<file path="config.mk">
export PLATFORM = sky130hd
export DESIGN_NAME = jtcontra_rom_arb
export DESIGN_NICKNAME = d
export VERILOG_FILES = /design/src/rtl/jtcontra_rom_arb.sv
export SDC_FILE = /design/constraint.sdc
export NUM_CORES = 1
export LEC_CHECK = 0
export BUFFER_PORTS_ARGS = -buffer_cell sky130_fd_sc_hd__buf_2
export CAP_MARGIN = 20
export CORE_MARGIN = 2
export CORE_UTILIZATION = 25
export CTS_CLUSTER_DIAMETER = 30
export DETAILED_ROUTE_END_ITERATION = 7
export PLACE_DENSITY = 0.44
export SLEW_MARGIN = 10
export SYNTH_ARGS = -nofsm -noshare
export SYNTH_HDL_FRONTEND = slang
export SYNTH_SLANG_ARGS = --single-unit
</file>
<file path="constraint.sdc">
create_clock -name clk -period 2.7 [get_ports clk]
set_clock_uncertainty 0.2 [all_clocks]
set_input_delay 0.54 -clock clk [delete_from_list [all_inputs] [get_ports clk]]
set_output_delay 0.54 -clock clk [all_outputs]
set_load 0.01 [all_outputs]
</file>
<file path="src/rtl/jtcontra_rom_arb.sv">
// One-entry read caches for the main and sound CPUs in front of a shared SDRAM read port.
// Optional macro JTCONTRA_ROMARB_PRIO_EN: main wins simultaneous misses (default is round-robin).
module jtcontra_rom_arb (
  input  logic        clk,
  input  logic        rstn,
  input  logic        main_cs,
  input  logic [16:0] main_addr,
  output logic        main_ok,
  output logic [7:0]  main_data,
  input  logic        snd_cs,
  input  logic [14:0] snd_addr,
  output logic        snd_ok,
  output logic [7:0]  snd_data,
  output logic        sdram_req,
  output logic [17:0] sdram_addr,
  input  logic [7:0]  sdram_data,
  input  logic        sdram_ok,
  output logic [1:0]  state_dbg
);

  // Handshake: sdram_req is a level held with a stable sdram_addr until the one-cycle
  // sdram_ok strobe; xx_ok is a combinational cache hit, valid only while xx_cs is high.
  typedef enum logic [1:0] {IDLE = 2'd0, WAIT = 2'd1, FILL = 2'd2} state_t;

  state_t      st_q, st_d;
  logic        gnt_q, gnt_d;
  logic        rr_q, rr_d;
  logic        req_q, req_d;
  logic [17:0] addr_q, addr_d;
  logic [7:0]  buf_q, buf_d;
  logic        main_vld_q, main_vld_d;
  logic [16:0] main_tag_q, main_tag_d;
  logic [7:0]  main_dat_q, main_dat_d;
  logic        snd_vld_q, snd_vld_d;
  logic [14:0] snd_tag_q, snd_tag_d;
  logic [7:0]  snd_dat_q, snd_dat_d;
  logic        main_pend_q, main_pend_d;
  logic        snd_pend_q, snd_pend_d;
  logic        main_hit, snd_hit, main_miss, snd_miss;
  logic        pick, start;

  assign main_hit   = main_vld_q & (main_addr == main_tag_q);
  assign snd_hit    = snd_vld_q & (snd_addr == snd_tag_q);
  assign main_ok    = main_cs & main_hit;
  assign snd_ok     = snd_cs & snd_hit;
  assign main_miss  = main_cs & ~main_hit;
  assign snd_miss   = snd_cs & ~snd_hit;
  assign main_data  = main_dat_q;
  assign snd_data   = snd_dat_q;
  assign sdram_req  = req_q;
  assign sdram_addr = addr_q;
  assign state_dbg  = st_q;

  // pick: 0 selects main, 1 selects sound
  always_comb begin
`ifdef JTCONTRA_ROMARB_PRIO_EN
    pick = ~main_pend_q;
`else
    pick = (main_pend_q & snd_pend_q) ? rr_q : snd_pend_q;
`endif
  end

  assign start = (st_q == IDLE) & (main_pend_q | snd_pend_q);

  // A requester is not re-marked pending while its own transaction is in flight.
  always_comb begin
    main_pend_d = main_miss & ~(start & ~pick) & ~((st_q != IDLE) & ~gnt_q);
    snd_pend_d  = snd_miss & ~(start & pick) & ~((st_q != IDLE) & gnt_q);
  end

  always_comb begin
    st_d       = st_q;
    gnt_d      = gnt_q;
    rr_d       = rr_q;
    req_d      = req_q;
    addr_d     = addr_q;
    buf_d      = buf_q;
    main_vld_d = main_vld_q;
    main_tag_d = main_tag_q;
    main_dat_d = main_dat_q;
    snd_vld_d  = snd_vld_q;
    snd_tag_d  = snd_tag_q;
    snd_dat_d  = snd_dat_q;
    case (st_q)
      IDLE: begin
        if (start) begin
          gnt_d  = pick;
          rr_d   = ~pick;
          addr_d = pick ? {3'b100, snd_addr} : {1'b0, main_addr};
          req_d  = 1'b1;
          st_d   = WAIT;
        end
      end
      WAIT: begin
        if (sdram_ok) begin
          buf_d = sdram_data;
          req_d = 1'b0;
          st_d  = FILL;
        end
      end
      FILL: begin
        if (gnt_q) begin
          snd_vld_d = 1'b1;
          snd_tag_d = addr_q[14:0];
          snd_dat_d = buf_q;
        end else begin
          main_vld_d = 1'b1;
          main_tag_d = addr_q[16:0];
          main_dat_d = buf_q;
        end
        st_d = IDLE;
      end
      default: st_d = IDLE;
    endcase
  end

  always_ff @(posedge clk or negedge rstn) begin
    if (!rstn) begin
      st_q        <= IDLE;
      gnt_q       <= 1'b0;
      rr_q        <= 1'b0;
      req_q       <= 1'b0;
      addr_q      <= 18'd0;
      buf_q       <= 8'hFF;
      main_vld_q  <= 1'b0;
      main_tag_q  <= 17'd0;
      main_dat_q  <= 8'hFF;
      snd_vld_q   <= 1'b0;
      snd_tag_q   <= 15'd0;
      snd_dat_q   <= 8'hFF;
      main_pend_q <= 1'b0;
      snd_pend_q  <= 1'b0;
    end else begin
      st_q        <= st_d;
      gnt_q       <= gnt_d;
      rr_q        <= rr_d;
      req_q       <= req_d;
      addr_q      <= addr_d;
      buf_q       <= buf_d;
      main_vld_q  <= main_vld_d;
      main_tag_q  <= main_tag_d;
      main_dat_q  <= main_dat_d;
      snd_vld_q   <= snd_vld_d;
      snd_tag_q   <= snd_tag_d;
      snd_dat_q   <= snd_dat_d;
      main_pend_q <= main_pend_d;
      snd_pend_q  <= snd_pend_d;
    end
  end

endmodule

</file>
==> impl_table.tex <==
\begin{tabular}{lr}
\hline
Metric & Value \\
\hline
\multicolumn{2}{l}{\textbf{Routing}} \\
Vias per cell & 4.40 \\
Initial drt markers & 162 \\
Remaining design rule violation count & 0 \\
Average detailed-routed wire length per instance & 16.3 microns \\
1st-pass router iterations & 7 \\
Routed WL & 8930 microns \\
Overall via count from detail\_route & 2417 \\
Routed Antenna Nets & 0 \\
\multicolumn{2}{l}{\textbf{Timing}} \\
Setup total negative slack & 0 ps \\
Final critical-path share of the clock period & 95.0\% \\
Setup violation total in the final timing report & 0 \\
Crit path time final & 2570 ps \\
Maximum frequency from static timing analysis & 0.390 GHz \\
Measured slew at the worst slew-check pin & 638 ps \\
RSZ-0062 raised after global routing & no \\
Final Slew Violations & 0 \\
Headroom to the max-slew limit & 57.2\% \\
Fin. Hold Viols & 0 \\
\multicolumn{2}{l}{\textbf{Power}} \\
Clock group share of total power & 25.0\% \\
Total design power & 0.00547 W \\
Combinational group share of total power & 32.5\% \\
Leakage power & 2.20 nW \\
Sequential cell fraction of total power & 42.5\% \\
Internal portion of total power & 0.00371 W \\
Ratio of total power to cell area & 1200 mW/mm\^{}2 \\
Switching part of the total power & 32.3\% \\
Worst supply voltage drop on vdd & 434 uV \\
Sw power & 0.00176 W \\
\multicolumn{2}{l}{\textbf{Clocking}} \\
Root buffer selected by CTS & sky130\_fd\_sc\_hd\_\_clkbuf\_16 \\
Cts bufs inserted & 9 \\
Maximum count of clock buffers along a single path & 2 \\
Post-CTS Repair Setup Buffers & 0 \\
Number of levels in the clock H-tree & 3 \\
Later-pin clock latency in the skew report & 340 ps \\
Clk sink count & 82 \\
Clock tree from TritonCTS & done \\
Clock transition at the registers of the reported paths & 60 ps \\
\multicolumn{2}{l}{\textbf{Global routing}} \\
Largest net degree at the start of global routing & 36 \\
Vias in the first global route & 2575 \\
Overall routing resource usage & 12.8\% \\
Initial antenna violation count & 1 \\
Aggregate global routing overflow & 0 \\
First-pass GRT wire length & 14200 microns \\
\multicolumn{2}{l}{\textbf{Run status}} \\
Run status & finished, final reports clean \\
\multicolumn{2}{l}{\textbf{Setup path}} \\
Register-to-register setup slack & 750 ps \\
Critical setup path kind & flop to output pin \\
Launching element type of the critical path & flop \\
Worst endpoint required time & 1960 ps \\
Crit-path max cell delay & 420 ps \\
Crit-path cells & xor2\_1 -> nor4\_1 -> nand3\_1 -> nor3\_2 -> buf\_2 \\
Maximum fanout along the worst path & 2 \\
Worst Setup End Kind & output pin \\
CP max stage cell & sky130\_fd\_sc\_hd\_\_nor4\_1 \\
Data arrival time of the worst path & 1830 ps \\
Depth of the most critical reg-to-reg path & 5 \\
\multicolumn{2}{l}{\textbf{Placed design}} \\
DPL Wire Length & 6450 microns \\
Placed instance area & 0.00421 sq mm \\
Weighted congestion at the end of routability-driven global placement & 0.723 \\
\# port buffers & 83 \\
\multicolumn{2}{l}{\textbf{Die}} \\
Initial Utilization & 25.4\% \\
Number of placed I/O pins & 84 \\
Total Die Area & 0.0150 sq mm \\
Die span in y & 123 microns \\
Area of the placeable core & 0.0138 sq mm \\
Horizontal die dimension & 123 microns \\
Cell Rows & 43 \\
\multicolumn{2}{l}{\textbf{Synthesis}} \\
Register area share after synthesis & 59.2\% \\
Synthesized cell area & 0.00352 sq mm \\
Number of different library cells in the post-synthesis netlist & 29 \\
Post-synthesis net count & 312 \\
Gate count after technology mapping & 267 \\
Register bit total from synthesis & 82 \\
Synth Area per Inst & 13.2 sq um \\
Yosys warning count & 0 \\
\multicolumn{2}{l}{\textbf{Cells and area}} \\
Layout overhead on the synthesized area & 30.1\% \\
Design area & 0.00458 sq mm \\
Nets & 409 \\
Most frequent cells in the layout & sky130\_fd\_sc\_hd\_\_buf\_2 (82), sky130\_fd\_sc\_hd\_\_dfrtp\_1 (58), sky130\_fd\_sc\_hd\_\_mux2\_2 (48), sky130\_fd\_sc\_hd\_\_nand2\_1 (28), sky130\_fd\_sc\_hd\_\_dfstp\_2 (24) \\
Count of inserted antenna diode cells & 0 \\
Proportion of layout cells with a drive suffix above 1 & 51.2\% \\
Commonest non-fill, non-tap cell in the layout & sky130\_fd\_sc\_hd\_\_buf\_2 \\
\multicolumn{2}{l}{\textbf{Run}} \\
Max-cap violation count & 0 \\
\multicolumn{2}{l}{\textbf{Hold path}} \\
Cell depth of the worst hold path & 3 \\
Worst min-delay path class & input pin to flop \\
\hline
\end{tabular}
==> flip-flops by register name, summed over array words and instances, names as in the netlist <==
signal / count
main_data: 8
main_vld_q: 1
sdram_addr: 17
snd_vld_q: 1
snd_data: 8
sdram_req: 1
state_dbg: 2
snd_pend_q: 1
buf_q: 8
rr_q: 1
main_pend_q: 1
main_tag_q: 17
snd_tag_q: 15
gnt_q: 1
==> area by class of cell <==
class	instances	area [sq um]
clock inverter	4	72.6
inverter	17	63.8
fill	1398	9250
clock buffer	12	267
tap	180	225
timing repair buffer	97	551
sequential	82	2080
multi-input combinational	157	1320
==> critical path: cells and delay by family, from the launching register on <==
family,cells,cell delay (ps)
simple gates,3,800
buf+inv,1,170
flops,1,380
xor+xnor,1,140
==> timing repair <==
item	in CTS	in global routing
hold buffers	1	0
pin swaps	0	1
endpoints found under the hold margin	30	0
setup endpoints to repair	1	1
resized for setup	2	1
==> power groups by stage <==
stage	Sequential, W	Combinational (W)	Clock (W)
2_1_floorplan	0.00238	0.00106	0
6_report	0.00232	0.00178	0.00137
4_1_cts	0.00233	0.00183	0.00142
3_3_place_gp	0.00232	0.00180	0
3_5_place_dp	0.00235	0.00180	0
5_1_grt	0.00241	0.00200	0.00147
==> cell usage after synthesis <==
| cell | instances | area (sq um) |
|---|---|---|
| sky130_fd_sc_hd__dfstp_2 | 24 | 631 |
| sky130_fd_sc_hd__nor3b_4 | 1 | 18.8 |
| sky130_fd_sc_hd__or2b_1 | 1 | 7.51 |
| sky130_fd_sc_hd__nand3_1 | 2 | 10.0 |
| sky130_fd_sc_hd__dfrtp_1 | 58 | 1450 |
| sky130_fd_sc_hd__buf_2 | 5 | 25.0 |
| sky130_fd_sc_hd__mux2_2 | 48 | 541 |
| sky130_fd_sc_hd__and3_1 | 2 | 12.5 |
| sky130_fd_sc_hd__buf_4 | 1 | 7.51 |
| sky130_fd_sc_hd__clkinv_1 | 1 | 3.75 |
| sky130_fd_sc_hd__or2_2 | 1 | 6.26 |
| sky130_fd_sc_hd__xor2_1 | 16 | 140 |
| sky130_fd_sc_hd__a21o_1 | 2 | 15.0 |
| sky130_fd_sc_hd__nor3_1 | 2 | 10.0 |
| sky130_fd_sc_hd__and2_1 | 1 | 6.26 |
| sky130_fd_sc_hd__nand3b_1 | 2 | 15.0 |
| sky130_fd_sc_hd__xnor2_1 | 16 | 140 |
| sky130_fd_sc_hd__inv_1 | 16 | 60.1 |
| sky130_fd_sc_hd__a222oi_1 | 15 | 150 |
| sky130_fd_sc_hd__a22o_1 | 2 | 17.5 |
| sky130_fd_sc_hd__nand4_1 | 4 | 25.0 |
| sky130_fd_sc_hd__nor4_1 | 5 | 31.3 |
| sky130_fd_sc_hd__buf_6 | 3 | 33.8 |
| sky130_fd_sc_hd__clkbuf_1 | 2 | 7.51 |
| sky130_fd_sc_hd__o21ai_0 | 4 | 20.0 |
| sky130_fd_sc_hd__nor2_1 | 2 | 7.51 |
| sky130_fd_sc_hd__nand2_1 | 28 | 105 |
| sky130_fd_sc_hd__o21a_1 | 1 | 7.51 |
| sky130_fd_sc_hd__nand2b_1 | 2 | 12.5 |
==> logic make-up after synthesis <==
| group | after synthesis | synth area share (%) |
|---|---|---|
| DFF | 82 | 59.2 |
| buffers and inverters | 28 | 3.91 |
| and+or+nand+nor | 53 | 7.61 |
| muxes | 48 | 15.4 |
| AOI/OAI and AO/OA | 24 | 5.97 |
| xor gates and xnor gates | 32 | 7.97 |
==> path summary, 6_finish.rpt <==
| kind | from | endpoint |
|---|---|---|
| min reg2reg | buf_q[2]$_DFFE_PN1P_ | buf_q[2]$_DFFE_PN1P_ |
| min in group asynchronous | rstn | main_tag_q[0]$_DFFE_PN0P_ |
| max in group asynchronous | rstn | sdram_addr[2]$_DFFE_PN0P_ |
| max | main_tag_q[10]$_DFFE_PN0P_ | main_ok |
| min | sdram_data[2] | buf_q[2]$_DFFE_PN1P_ |
| max reg2reg | state_dbg[0]$_DFFE_PN0P_ | sdram_addr[11]$_DFFE_PN0P_ |
==> stage by stage <==
| step | setup WS [ps] | hold slack (ps) | utilization, % | cells |
|---|---|---|---|---|
| 2_1_floorplan | 595 | 44.4 | - | 267 |
| 3_3_place_gp | 18.4 | 249 | 30.4 | 532 |
| 3_5_place_dp | 20.5 | 256 | 30.4 | 532 |
| 5_1_grt | 5.31 | 171 | 33.1 | 549 |
| 4_1_cts | 33.6 | 170 | 33.1 | 549 |
| 6_report | 134 | 185 | 33.1 | 549 |
==> layer usage <==
layer | vias to the layer above | routed length (microns) | GRT usage [%]
met5 | - | 11 | 0
met4 | 2 | 94 | 3.74
met3 | 13 | 718 | 5.62
met2 | 83 | 4120 | 19.9
met1 | 1193 | 3980 | 16.1
li1 | 1126 | - | -
Power figures use the tool's default switching activity.
